`config.mk`:
```
export PLATFORM = sky130hd
export DESIGN_NAME = trap_controller
export DESIGN_NICKNAME = d
export VERILOG_FILES = /design/src/rtl/trap_pkg.sv /design/src/rtl/align_checker.sv /design/src/rtl/trap_controller.sv
export SDC_FILE = /design/constraint.sdc
export NUM_CORES = 1
export LEC_CHECK = 0
export CORE_AREA = 3 3 147 149
export CTS_CLUSTER_SIZE = 25
export DETAILED_ROUTE_END_ITERATION = 10
export DIE_AREA = 0 0 150 152
export GPL_TIMING_DRIVEN = 0
export MAX_ROUTING_LAYER = met4
export PLACE_DENSITY_LB_ADDON = 0.15
export SETUP_SLACK_MARGIN = 0.5
export SYNTH_ARGS = -nofsm -noshare
export SYNTH_HDL_FRONTEND = slang
export SYNTH_SLANG_ARGS = --single-unit
```
`constraint.sdc`:
```
create_clock -name clk -period 2.75 [get_ports clk]
set_clock_uncertainty 0.2 [all_clocks]
set_input_delay 0.275 -clock clk [delete_from_list [all_inputs] [get_ports clk]]
set_output_delay 0.275 -clock clk [all_outputs]
set_load 0.05 [all_outputs]
```
`src/rtl/trap_pkg.sv`:
```
// Shared encodings for the MEM-stage trap unit: opcodes, access sizes, causes, FSM states.
// Latency: n/a (declarations only).
// Backpressure: n/a.
package trap_pkg;

    localparam logic [6:0] OP_LOAD  = 7'b0000011;
    localparam logic [6:0] OP_STORE = 7'b0100011;

    // funct3 size codes; bit 2 only distinguishes signed/unsigned loads
    localparam logic [1:0] SZ_BYTE = 2'b00;
    localparam logic [1:0] SZ_HALF = 2'b01;
    localparam logic [2:0] F3_WORD = 3'b010;

    localparam int unsigned CAUSE_LOAD_MISALIGN  = 4;
    localparam int unsigned CAUSE_STORE_MISALIGN = 6;

    typedef enum logic [2:0] {
        ST_IDLE,
        ST_FLUSH,
        ST_REDIRECT,
        ST_HANDLER,
        ST_RETURN
    } trap_state_e;

endpackage

```
`src/rtl/align_checker.sv`:
```
// Flags misaligned loads/stores from opcode, access size and low address bits.
// Latency: purely combinational.
// Backpressure: none; evaluated every cycle.
module align_checker
    import trap_pkg::*;
(
    input  logic [6:0] opcode_i,
    input  logic [2:0] funct3_i,
    input  logic [1:0] addr_lo_i,
    output logic       misaligned_o,
    output logic       is_store_o
);

    logic is_load;
    logic is_store;
    logic half_bad;
    logic word_bad;

    assign is_load  = (opcode_i == OP_LOAD);
    assign is_store = (opcode_i == OP_STORE);

    // Bytes never fault; 011/110/111 match neither pattern so are never flagged.
    assign half_bad = (funct3_i[1:0] == SZ_HALF) && addr_lo_i[0];
    assign word_bad = (funct3_i == F3_WORD) && (addr_lo_i != 2'b00);

    assign misaligned_o = (is_load || is_store) && (half_bad || word_bad);
    assign is_store_o   = is_store;

endmodule

```
`src/rtl/trap_controller.sv`:
```
// MEM-stage trap unit: picks misaligned vs external exceptions, captures CSRs, runs flush/redirect/mret.
// Latency: trap entry registered at the request edge; one-cycle redirect strobes on entry and return.
// Backpressure: FLUSH waits on drain_done, HANDLER waits on mret; new requests ignored while busy.
// Optional mtval capture: define TRAP_MTVAL_EN.
module trap_controller
    import trap_pkg::*;
#(
    parameter int unsigned     XLEN     = 32,
    parameter int unsigned     NUM_SRC  = 4,
    parameter int unsigned     CAUSE_W  = 5,
    parameter logic [XLEN-1:0] TRAP_VEC = 32'h0000_0100,
    parameter int unsigned     CNT_W    = 16
) (
    input  logic                       clk,
    input  logic                       reset_n,
    input  logic                       mem_valid,
    input  logic [6:0]                 mem_opcode,
    input  logic [2:0]                 mem_funct3,
    input  logic [XLEN-1:0]            mem_addr,
    input  logic [XLEN-1:0]            mem_pc,
    input  logic [NUM_SRC-1:0]         ext_exc_valid,
    input  logic [NUM_SRC*CAUSE_W-1:0] ext_exc_cause,
    input  logic [NUM_SRC*XLEN-1:0]    ext_exc_pc,
    input  logic                       drain_done,
    input  logic                       mret,
    output logic                       exception,
    output logic                       flush,
    output logic                       redirect_valid,
    output logic [XLEN-1:0]            redirect_pc,
    output logic [XLEN-1:0]            mcause,
    output logic [XLEN-1:0]            mepc,
    output logic [XLEN-1:0]            mtval,
    output logic                       busy,
    output logic                       double_fault,
    output logic [CNT_W-1:0]           trap_count
);

    trap_state_e      state_q;
    logic             exception_q;
    logic             flush_q;
    logic             redirect_valid_q;
    logic [XLEN-1:0]  redirect_pc_q;
    logic [XLEN-1:0]  mcause_q;
    logic [XLEN-1:0]  mepc_q;
    logic             double_fault_q;
    logic [CNT_W-1:0] trap_count_q;

    logic            misaligned;
    logic            is_store;
    logic            mis_req;
    logic            any_req;
    logic [XLEN-1:0] sel_cause;
    logic [XLEN-1:0] sel_pc;

    align_checker u_align (
        .opcode_i     (mem_opcode),
        .funct3_i     (mem_funct3),
        .addr_lo_i    (mem_addr[1:0]),
        .misaligned_o (misaligned),
        .is_store_o   (is_store)
    );

    assign mis_req = mem_valid && misaligned;
    assign any_req = mis_req || (|ext_exc_valid);

    // Priority select: misaligned first, else lowest-index external source wins.
    always_comb begin
        sel_cause = is_store ? XLEN'(CAUSE_STORE_MISALIGN) : XLEN'(CAUSE_LOAD_MISALIGN);
        sel_pc    = mem_pc;
        if (!mis_req) begin
            for (int i = NUM_SRC - 1; i >= 0; i--) begin
                if (ext_exc_valid[i]) begin
                    sel_cause = XLEN'(ext_exc_cause[i*CAUSE_W +: CAUSE_W]);
                    sel_pc    = ext_exc_pc[i*XLEN +: XLEN];
                end
            end
        end
    end

`ifdef TRAP_MTVAL_EN
    logic [XLEN-1:0] mtval_q;

    // mtval holds the faulting address for misaligned traps, zero for external ones.
    always_ff @(posedge clk or negedge reset_n) begin
        if (!reset_n) begin
            mtval_q <= '0;
        end else if (state_q == ST_IDLE && any_req) begin
            mtval_q <= mis_req ? mem_addr : '0;
        end
    end

    assign mtval = mtval_q;
`else
    logic unused_addr_hi;
    assign unused_addr_hi = ^mem_addr[XLEN-1:2];
    assign mtval          = '0;
`endif

    // Trap sequencing FSM with registered strobes, CSR capture and counters.
    always_ff @(posedge clk or negedge reset_n) begin
        if (!reset_n) begin
            state_q          <= ST_IDLE;
            exception_q      <= 1'b0;
            flush_q          <= 1'b0;
            redirect_valid_q <= 1'b0;
            redirect_pc_q    <= '0;
            mcause_q         <= '0;
            mepc_q           <= '0;
            double_fault_q   <= 1'b0;
            trap_count_q     <= '0;
        end else begin
            exception_q      <= 1'b0;
            redirect_valid_q <= 1'b0;
            case (state_q)
                ST_IDLE: begin
                    if (any_req) begin
                        state_q     <= ST_FLUSH;
                        exception_q <= 1'b1;
                        flush_q     <= 1'b1;
                        mcause_q    <= sel_cause;
                        mepc_q      <= sel_pc;
                        if (trap_count_q != '1) begin
                            trap_count_q <= trap_count_q + 1'b1;
                        end
                    end
                end
                ST_FLUSH: begin
                    if (drain_done) begin
                        state_q          <= ST_REDIRECT;
                        flush_q          <= 1'b0;
                        redirect_valid_q <= 1'b1;
                        redirect_pc_q    <= TRAP_VEC;
                    end
                end
                ST_REDIRECT: begin
                    state_q <= ST_HANDLER;
                end
                ST_HANDLER: begin
                    // A nested request cannot be serviced; record it and keep the CSRs.
                    if (any_req) begin
                        double_fault_q <= 1'b1;
                    end
                    if (mret) begin
                        state_q          <= ST_RETURN;
                        redirect_valid_q <= 1'b1;
                        redirect_pc_q    <= mepc_q + XLEN'(4);
                    end
                end
                ST_RETURN: begin
                    state_q <= ST_IDLE;
                end
                default: begin
                    state_q <= ST_IDLE;
                end
            endcase
        end
    end

    assign exception      = exception_q;
    assign flush          = flush_q;
    assign redirect_valid = redirect_valid_q;
    assign redirect_pc    = redirect_pc_q;
    assign mcause         = mcause_q;
    assign mepc           = mepc_q;
    assign busy           = (state_q != ST_IDLE);
    assign double_fault   = double_fault_q;
    assign trap_count     = trap_count_q;

endmodule

```
# Word-level counts from Yosys, hierarchy flattened
# Cells that the tools add are included.
# word_totals
register_bits	119
latch_bits	0
ram_bits	0
romBits	0
in_bits	231
output_inout_bits	149
word_cells	67
n_memories	0
# op_classes
addsub	2
n_mul	0
div	0
order_cmp	0
eq_ne	11
shift	0
mux	26
bitwise	0
n_reduce_logical	19
# ops
op	n
32-bit 2-to-1 mux	11
32-bit one-hot mux with 2 select lines	1
32-bit by 3-bit adder with 32-bit output (second input constant)	1
16-bit by 1-bit adder with 16-bit output (second input constant)	1
16-bit inequality test (second input constant)	1
3-bit one-hot mux with 4 select lines	1
3-bit AND reduction	4
3-bit by 2-bit == test with 1-bit output (second input constant)	3
3-bit 2-to-1 mux	3
7-bit by 2-bit == test with 1-bit output (second input constant)	1
7-bit by 6-bit == test with 1-bit output (second input constant)	1
1-bit 2-to-1 mux	6
2-bit inequality test (second input constant)	3
2-bit nonzero test	3
5-bit 2-to-1 mux	1
1-bit logical AND	4
1-bit one-hot mux with 2 select lines	2
2-bit AND reduction	2
4-bit OR reduction	1
3-bit by 1-bit == test with 1-bit output (second input constant)	1
3-bit zero test	1
1-bit logical OR	3
3-bit nonzero test	1
2-bit by 1-bit == test with 1-bit output (second input constant)	1
2-bit 2-to-1 mux	1

# Depth between registers and ports, before layout
# Gate-level depths: netlist of run 1.
# logic_depth
ltp_word	8
ltp_mapped	9
mapped_depth_nobuf	7

# Cells and area by module
# A second synthesis of run 1 with hierarchy kept.
# hier_totals
hier_cells	726
hier_area_um2	6347.3
# by_module_without_submodules
mod	instances	cells_per_inst	area_each_um2	seq_area_each_um2
trap_controller	1	718	6302.3	2302.2
align_checker	1	8	45.0	0.0

# Least setup slack after synthesis of run 1
# OpenSTA, ideal clock, no wires.
# synth_path
path_kind	register to register
startpoint	register mepc_q[8] (netlist: mepc[8])
endpoint	register redirect_pc_q[31] (netlist: redirect_pc[31])
setup_time_ns	0.069
arrival_ns	2.087
t_required_ns	2.481
slack_ns	0.394
stages_incl_launch_ff	6
path_buffers	0
period_less_slack_ns	2.356
path_cell_list	dfrtp_1 > nand4_4 > nor4_4 > nand3_2 > or4_1 > nand3_1
# synth_between
elab_chain_len	3
# synth_rtl
element	line	text
from (decl)	trap_controller.sv:44	logic [XLEN-1:0] mepc_q;
from (signal assigned)	trap_controller.sv:121	mepc_q <= sel_pc;
32-bit by 3-bit adder with 32-bit output	trap_controller.sv:146	redirect_pc_q <= mepc_q + XLEN'(4);
32-bit 2-to-1 mux	trap_controller.sv:143	if (mret) begin
32-bit one-hot mux with 2 select lines	trap_controller.sv:114	case (state_q)
to (signal assigned)	trap_controller.sv:146	
to (decl)	trap_controller.sv:42	logic [XLEN-1:0] redirect_pc_q;
# No other way between the ends. The select of a mux whose other input is x is not followed.
# A chain may end at the register's enable or synchronous reset.

# Worst setup path in the final report of run 1
# layout_path
startpoint	input port ext_exc_valid[3]
endpoint	register mepc_q[25] (netlist: mepc[25])
# layout_between
elab_chain_len	5
word_cells_on_any_way	8
cone_classes	5 x mux; 3 x reduce/logical
# layout_rtl
element	line	text
from (decl)	trap_controller.sv:21	input logic [NUM_SRC-1:0] ext_exc_valid,
32-bit 2-to-1 mux (4 in a row)	trap_controller.sv:72	if (ext_exc_valid[i]) begin
32-bit 2-to-1 mux	trap_controller.sv:70	if (!mis_req) begin
# Several ways; a longest one is shown, not always the timed one.

==> impl_metrics.yaml, run 1 <==
routing:
  drc: 0
  dr.pass1.iters: 4
  via_per_inst: 4.629
  drtIter0Drc: 217
  wire_per_inst_um: 18.44
  vias: 6115
  antenna_left: 0
  drt_wl_total_um: 24360
placed_design:
  gp_congestion: 0.8453
  port_buffers: 289
  dp_hpwl_um: 20170
  dpl_cell_area_mm2: 0.009383
logic_synthesis:
  synthCells: 676
  synthMostInstantiatedCell: "dfrtp_1"
  synth_edf_count: 0
  synth_async_sr_flop_share: 1.000
  synthFlopType: "dfrtp_1"
  ys_types: 51
  yosys-top-cells-area: "dfrtp_1 39%, buf_4 7.6%, a21oi_1 5.4%"
  syn_area_per_cell_um2: 8.718
  yosys_warnings: 0
  synth-seq-cells: 92
  yosysTopAreaCell: "dfrtp_1"
  synthTopCellsByCount: "92 x dfrtp_1, 64 x a21oi_1, 60 x buf_4"
  synth_top_area_frac: 0.3907
  seq_area_frac_synth: 0.3907
  mappedNetlistArea_mm2: 0.005893
setup_path:
  path_delay_family: "buffers and inverters"
  cp.depth: 8
  critical-path-max-stage-delay_ns: 0.48
  critical_path.startpoint: "ext_exc_valid[3]"
  worstPathRequired_ns: 2.78
  rrSetupSlack_ns: 0.65
  reg2reg_to: "redirect_pc[31]"
  critPathCapture: "mepc[25]"
  critPathKind: "in -> reg"
  start_kind: "input port"
  cp_slowest_cell: "a221oi_1"
  rr_worst_depth: 6
  path_cells: "clkdlybuf4s50_1 > nor2b_1 > clkbuf_2 > clkbuf_2 > a221oi_1 > nor3_1 > a21oi_1 > a21oi_1"
  critPathBufInv: 3
  cp-end-kind: "flip-flop"
  cp_max_fo: 10
  r2r_start: "mepc[2]"
  cp.arrival_ns: 2.28
sta:
  max_slew.worst_pin.slew_ns: 0.6544
  period_share: 0.8195
  final_hold_viol_count: 0
  slew_viol_final: 0
  fin_crit_ns: 2.254
  hold_slack_ns: 0.2777
  rsz0062_at_grt: "true"
  setup_viol: 0
  tns_ns: 0
  fmaxAchievable_mhz: 443.7
  slew_headroom: 0.5637
die:
  dieArea_mm2: 0.02280
  start_util: 0.2903
  io_pins: 380
  coreArea_mm2: 0.02030
  rows: 52
  die_w_um: 150
  die_h_um: 152
power_and_ir_drop:
  peakVddDrop_mv: 0.3442
  powerDensity_mw_per_mm2: 940.4
  fin_total_pwr_uw: 9298
  p_leak_uw: 0.004094
cts:
  clockBufferDepth: 2
  numCtsBuffers: 9
  clockRootBuffer: "clkbuf_16"
  htree_levels: 3
  tritoncts: "done"
  clk_latency_ns: 0.35
  clock_sinks: 92
  clk_pin_slew_ns: 0.07
layout:
  finalNetCount: 1278
  fillers: 2005
  drive_gt1_frac: 0.1439
  final_area_mm2: 0.009887
  area_growth_pct: 67.77
status:
  status: "completed"
global_route:
  grt_pass1_vias: 6164
  grt_max_degree: 48
  grt_pass1_wl_um: 36430
  track_usage: 0.2140
  overflow: 0
  antenna_found_initial: 2
hold_path:
  hp-class: "reg -> reg"
  worstHoldStart: "double_fault"
flow_run:
  cap_violations: 0
kinds of logic after synthesis:
family                   share of synthesized area
AO/OA/AOI/OAI                               0.1830
buffers and inverters                       0.1115
other                                    0.0006363
AND/OR/NAND/NOR                             0.2146
XOR/XNOR                                   0.06094
flip-flops                                  0.3907
adder cells (fa/ha/maj)                   0.004246
multiplexers                               0.03440
what timing repair did:
action,CTS,global route
resized for setup,14,36
endpoints found under the hold margin,45,0
setup buffers,3,6
pin swaps,4,4
hold buffers,1,0
endpoints found under the setup margin,64,43
worst min-delay path by stage:
stage	end	cells past startpoint
floorplan	double_fault	0
global placement	redirect_pc[18]	2
detailed placement	trap_count[7]	1
CTS	double_fault	1
global route	redirect_pc[22]	2
finish	double_fault	1
stage by stage:
step                utilization  worst slack, ns  cells
CTS                      0.4806           0.4798   1313
finish                   0.4871           0.4963   1321
global placement         0.4610           -2.831   1293
global route             0.4871           0.4814   1321
floorplan                     -           0.4394    734
detailed placement       0.4622          -0.1374   1294
flip-flops by register name, summed over array words and instances (netlist names):
| signal | flops |
|---|---|
| redirect_valid | 1 |
| mepc | 32 |
| mcause | 5 |
| exception | 1 |
| flush | 1 |
| trap_count | 16 |
| double_fault | 1 |
| state_q | 3 |
| redirect_pc | 32 |
power breakdown:
part           total (µW)  switching (µW)  internal, µW  leakage [µW]
Clock                1330             535           793      0.000148
Sequential           2570             665          1910       0.00112
Combinational        5400            3420          1980       0.00283
Total                9300            4620          4670       0.00409
area by class of cell:
| type | instances | area [µm²] | share of cell area |
|---|---|---|---|
| plain buffers | 102 | 660.6 | 0.06682 |
| clock buffers | 9 | 225.2 | 0.02278 |
| multi-input cells | 530 | 3231 | 0.3268 |
| clock inverters | 6 | 88.84 | 0.008985 |
| diodes | 2 | 5.005 | 0.0005062 |
| repair buffers | 300 | 2989 | 0.3023 |
| inverters | 10 | 37.54 | 0.003797 |
| well taps | 270 | 337.8 | 0.03417 |
| flip-flops and latches | 92 | 2312 | 0.2339 |
per-layer routing:
layer | global-route usage | vias to the layer above | routed length [µm]
met5 | - | - | 0
met4 | 0.06492 | 0 | 453
met3 | 0.03664 | 26 | 1368
met2 | 0.3624 | 194 | 12270
met1 | 0.2599 | 2817 | 10260
li1 | - | 3078 | -
layout by cell type (no fill, tap or decap), drive strengths merged, types with 2 or more instances in the layout:
master,instances
nand2,54
and3,11
conb,59
o2bb2ai,2
a2111oi,2
nor3b,2
clkbuf,45
clkdlybuf4s50,286
a221oi,26
o21ai,39
nor2b,32
inv,11
a31oi,8
and2,3
nor2,16
mux2,10
clkinvlp,2
xnor2,20
buf,78
nand2b,9
ha,2
and4,4
nand4,14
bufinv,2
o22ai,24
dfrtp,92
mux2i,9
a22o,3
nand3,48
diode,2
xor2,21
o31ai,2
nand4b,2
nor3,30
nor4,2
nand3b,2
or4,2
a21oi,64
worst register-to-register path: stages, from the launching register on:
cell,delay (ns)
dfrtp_2,0.46
buf_4,0.14
nand4_1,0.17
nor4_4,0.35
nand3_2,0.13
or4_1,0.48
nand3_1,0.09
(Power assumes the default switching activity.)
==> inputs of run 2 (changes only) <==
Clock period 2.75 ns to 2.3 ns, I/O delays scaled along.
==> run 2 against run 1 <==
Clock-buffer cell count up 1; total power up 33%; largest power group unchanged; largest cell class unchanged; global-route usage is 0.82 points higher; via count rose by 6.9%; first-iteration DRC count down 12%; hold slack worse by 0.096 ns.
==> impl_metrics.yaml, run 2 (synthesized netlist as in run 1, its figures left out) <==
status:
  status: "completed"
cts:
  tritoncts: "done"
  htree_levels: 3
  clock_sinks: 92
  clk_latency_ns: 0.34
  clk_pin_slew_ns: 0.08
  clockBufferDepth: 2
  numCtsBuffers: 9
  clockRootBuffer: "clkbuf_16"
power_and_ir_drop:
  combPwrFrac: 0.623
  powerDensity_mw_per_mm2: 1118
  power.switching_uw: 6160
  p_seq_frac: 0.253
  p_int_uw: 6191
  pwr-share-clk: 0.124
  p_leak_uw: 0.004742
  swShare: 0.4987
  peakVddDrop_mv: 0.5144
routing:
  wire_per_inst_um: 19.04
  antenna_left: 0
  via_per_inst: 4.763
  drtIter0Drc: 192
  drc: 0
  drt_wl_total_um: 26140
  vias: 6539
  dr.pass1.iters: 4
sta:
  fin_crit_ns: 1.977
  tns_ns: 0
  hold_slack_ns: 0.1820
  max_slew.worst_pin.slew_ns: 0.5645
  setup_viol: 0
  slew_headroom: 0.6237
  final_hold_viol_count: 0
  period_share: 0.8596
  rsz0062_at_grt: "true"
  slew_viol_final: 0
  fmaxAchievable_mhz: 505.8
setup_path:
  cp-end-kind: "flip-flop"
  cp_max_fo: 5
  worstPathRequired_ns: 2.32
  critPathKind: "reg -> reg"
  cp.arrival_ns: 2.00
  start_kind: "flip-flop"
placed_design:
  place_inst: 1294
  port_buffers: 289
  gp_congestion: 0.8463
  dp_hpwl_um: 20360
global_route:
  overflow: 0
  grt_pass1_wl_um: 38280
  track_usage: 0.2222
  grt-busiest-layer: "met2"
  antenna_found_initial: 4
  grt_pass1_vias: 6530
  grt_use_met3: 0.03724
  grt_max_degree: 60
  use_met2: 0.3712
  use_met1: 0.2769
die:
  coreArea_mm2: 0.02030
  start_util: 0.2903
  rows: 52
  dieArea_mm2: 0.02280
  die_h_um: 152
  io_pins: 380
  die_w_um: 150
layout:
  instances_no_fill: 1373
  layout_commonest_cell: "clkdlybuf4s50_1"
  finalNetCount: 1327
  seq_area_mm2: 0.002345
  area_growth_pct: 87.41
  final_cell_mix: "184 x clkdlybuf4s50_1, 100 x buf_4, 74 x dlygate4sd2_1, 59 x conb_1, 58 x dfrtp_1"
  fillers: 1933
  drive_gt1_frac: 0.3012
  multi_input_area_mm2: 0.003845
hold_path:
  hp-class: "in -> async"
flow_run:
  cap_violations: 0
run 2: cell count changes in the layout (fill, tap and decap cells not counted), sizes merged:
cell | before | now
clkdlybuf4s15 | 0 | 16
clkinvlp | 2 | 1
clkdlybuf4s50 | 286 | 184
clkinv | 1 | 3
bufinv | 2 | 1
dlygate4sd2 | 1 | 74
diode | 2 | 4
buf | 78 | 134
clkbuf | 45 | 52
run 2: metal layers:
layer / vias to the layer above / share of wire
met5: - / 0
met4: 0 / 0.019
met3: 30 / 0.055
met2: 233 / 0.51
met1: 3089 / 0.41
li1: 3187 / -
run 2: layout make-up:
type                            instances  share of cell area
Clock buffer                           10             0.02073
Multi-Input combinational cell        530              0.3481
Timing Repair Buffer                  349              0.3060
Inverter                               10            0.003399
Buffer                                102             0.07137
Sequential cell                        92              0.2123
Clock inverter                          6            0.006571
Antenna cell                            4           0.0009063
Tap cell                              270             0.03059
run 2: final timing paths:
path / start / slack, ns / to / cells after the start
max: mepc[9] / 0.32 / redirect_pc[26] / 7
min in group clk: flush / 0.27 / flush / 2
max in group asynchronous: reset_n / 1.02 / mepc[3] / 3
min reg2reg: flush / 0.27 / flush / 2
min: reset_n / 0.18 / redirect_pc[16] / 2
max reg2reg: mepc[9] / 0.32 / redirect_pc[26] / 7
run 2: critical path, stage by stage (launching register included):
cell,delay (ns)
dfrtp_2,0.46
nand4_4,0.14
buf_6,0.15
nor4_4,0.33
buf_6,0.18
nand4_1,0.11
xor2_1,0.21
o21ai_1,0.08
run 2: what timing repair did:
action / CTS / global route
hold endpoints to repair: 33 / 0
hold buffers: 1 / 0
setup buffers: 43 / 9
gates cloned: 3 / 3
gates resized for setup: 214 / 147
pin swaps: 19 / 22
setup endpoints to repair: 179 / 101
run 2: power groups by stage:
stage | registers, µW | clock network, µW | logic, µW
global placement | 3100 | 0 | 6360
global route | 3220 | 1630 | 8130
floorplan | 4980 | 0 | 2090
detailed placement | 3120 | 0 | 6410
finish | 3120 | 1530 | 7700
CTS | 3040 | 1570 | 6900
run 2: metrics by stage:
stage               instance area (µm²)  utilization  power [µW]  setup slack, ns
floorplan                          6248            -        7075           0.1746
global placement                   9479       0.4670        9466           -3.274
global route                      11040       0.5441       12990           0.2320
detailed placement                 9504       0.4682        9530          -0.5031
finish                            11040       0.5441       12350           0.3228
CTS                               10390       0.5120       11500           0.3640
==> inputs of run 3 (changes only) <==
--- a/constraint.sdc
+++ b/constraint.sdc
@@ -4,2 +4,2 @@
 set_output_delay 0.23 -clock clk [all_outputs]
-set_load 0.05 [all_outputs]
+set_load 0.1 [all_outputs]
==> run 3 against run 2 <==
Clock-buffer cell count grew 1; via count decreased by 0.78%; sequential power rose by 2%; setup slack better by 0.058 ns; fmax is 3.0% higher; cell count shrank 0.29%; register-to-register slack better by 0.06 ns; die area unchanged; global-route usage up 0.43 points; critical endpoint is now trap_count[10].
==> impl_metrics.yaml, run 3 (synthesized netlist as in run 1, its figures left out) <==
sta:
  max_slew.worst_pin.slew_ns: 0.6068
  slew_headroom: 0.5973
  period_share: 0.8345
  setup_viol: 0
  rsz0062_at_grt: "true"
  tns_ns: 0
  final_hold_viol_count: 0
  slew_viol_final: 0
  fmaxAchievable_mhz: 521.0
  fin_crit_ns: 1.919
die:
  start_util: 0.2903
  io_pins: 380
  dieArea_mm2: 0.02280
  rows: 52
  die_h_um: 152
  die_w_um: 150
  coreArea_mm2: 0.02030
global_route:
  antenna_found_initial: 1
  track_usage: 0.2264
  grt-busiest-layer: "met2"
  grt_max_degree: 61
  use_met2: 0.3762
  use_met1: 0.2804
  grt_use_met3: 0.04230
  overflow: 0
  grt_pass1_vias: 6574
  grt_pass1_wl_um: 38750
setup_path:
  cp_slowest_cell: "dfrtp_2"
  critical-path-max-stage-delay_ns: 0.45
  start_kind: "flip-flop"
  critPathKind: "reg -> reg"
  cp.arrival_ns: 1.95
  critPathBufInv: 5
  cp_max_fo: 6
  path_delay_family: "buffers and inverters"
  worstPathRequired_ns: 2.33
  path_cells: "nor3_4 > buf_12 > o21ai_4 > inv_4 > buf_12 > buf_6 > buf_12 > nand4b_1 > xnor2_1"
  cp-end-kind: "flip-flop"
  cpMostUsedCell: "buf_12"
placed_design:
  gp_congestion: 0.8783
  port_buffers: 289
  dp_hpwl_um: 20350
  place_inst: 1294
cts:
  clk_pin_slew_ns: 0.07
  clk_latency_ns: 0.34
  numCtsBuffers: 9
  clockBufferDepth: 2
  clockRootBuffer: "clkbuf_16"
  htree_levels: 3
  clock_sinks: 92
  tritoncts: "done"
layout:
  drive_gt1_frac: 0.3625
  instances_no_fill: 1369
  finalNetCount: 1326
  final_cell_mix: "183 x clkdlybuf4s50_1, 104 x buf_4, 59 x conb_1, 50 x clkdlybuf4s15_2, 49 x nand2_1"
  multi_input_area_mm2: 0.003679
  area_growth_pct: 85.67
  layout_commonest_cell: "clkdlybuf4s50_1"
  fillers: 1923
  seq_area_mm2: 0.002422
power_and_ir_drop:
  p_leak_uw: 0.004504
  powerDensity_mw_per_mm2: 1365
  peakVddDrop_mv: 0.8566
routing:
  vias: 6488
  drc: 0
  drtIter0Drc: 251
  antenna_left: 0
  drt_wl_total_um: 25960
  dr.pass1.iters: 5
  wire_per_inst_um: 18.97
  via_per_inst: 4.739
status:
  status: "completed"
hold_path:
  hp-class: "in -> async"
flow_run:
  cap_violations: 0
## run 3: cell count changes in the layout (fill, tap and decap cells not counted), sizes merged
cell	change
dlygate4sd2	-68
clkdlybuf4s15	+37
buf	+26
clkdlybuf4s18	+10
clkbuf	-4
diode	-3
clkinv	-2
clkdlybuf4s50	-1
clkinvlp	+1
## run 3: stage by stage
stage               worst slack (ns)  area, µm²  hold WS (ns)  power [µW]  utilization
finish                        0.3806      10940        0.2033       14930       0.5390
floorplan                     0.1221       6391       -0.2656        9739            -
global route                  0.3081      10940        0.2342       15580       0.5390
detailed placement           -0.6485       9647       0.02989       12270       0.4752
CTS                           0.3815      10480        0.2167       14230       0.5162
global placement              -3.664       9622        0.2592       12220       0.4740
## run 3: repair_timing
action | in CTS | in global routing
buffers inserted | 37 | 16
setup endpoints to repair | 179 | 108
hold buffers | 1 | 0
pin swaps | 27 | 14
cloned | 2 | 2
endpoints found under the hold margin | 32 | 0
gates resized for setup | 404 | 121
## run 3: where the power goes
group,internal (µW),leakage (µW),total [µW],switching (µW)
combinational,3020,0.00328,10200,7150
sequential,2380,0.00107,3190,804
clock,905,0.000148,1570,661
total,6310,0.00450,14900,8620
## run 3: worst paths after layout
kind,endpoint,cells after the start,slack [ns],startpoint
worst max-delay path,trap_count[10],9,0.38,state_q[2]
worst min register to register,flush,2,0.28,flush
worst max register to register,trap_count[10],9,0.38,state_q[2]
min in group clk,mepc[15],3,0.27,mem_pc[15]
max in group asynchronous,mepc[7],3,1.01,reset_n
worst min-delay path,redirect_pc[18],2,0.20,reset_n
## run 3: metal layers
layer / part of all wire / wire length, µm / vias up
met1: 0.41 / 10660 / 3045
met2: 0.51 / 13130 / 234
met5: 0 / 0 / -
met3: 0.057 / 1467 / 42
met4: 0.027 / 713 / 0
li1: - / - / 3167
## run 3: layout make-up
cell class              count  area share
plain buffers             102     0.06827
repair buffers            348      0.3109
clock buffers              11     0.02310
flip-flops and latches     92      0.2214
inverters                  10    0.003659
clock inverters             5    0.005375
well taps                 270     0.03087
diodes                      1   0.0002287
multi-input cells         530      0.3362
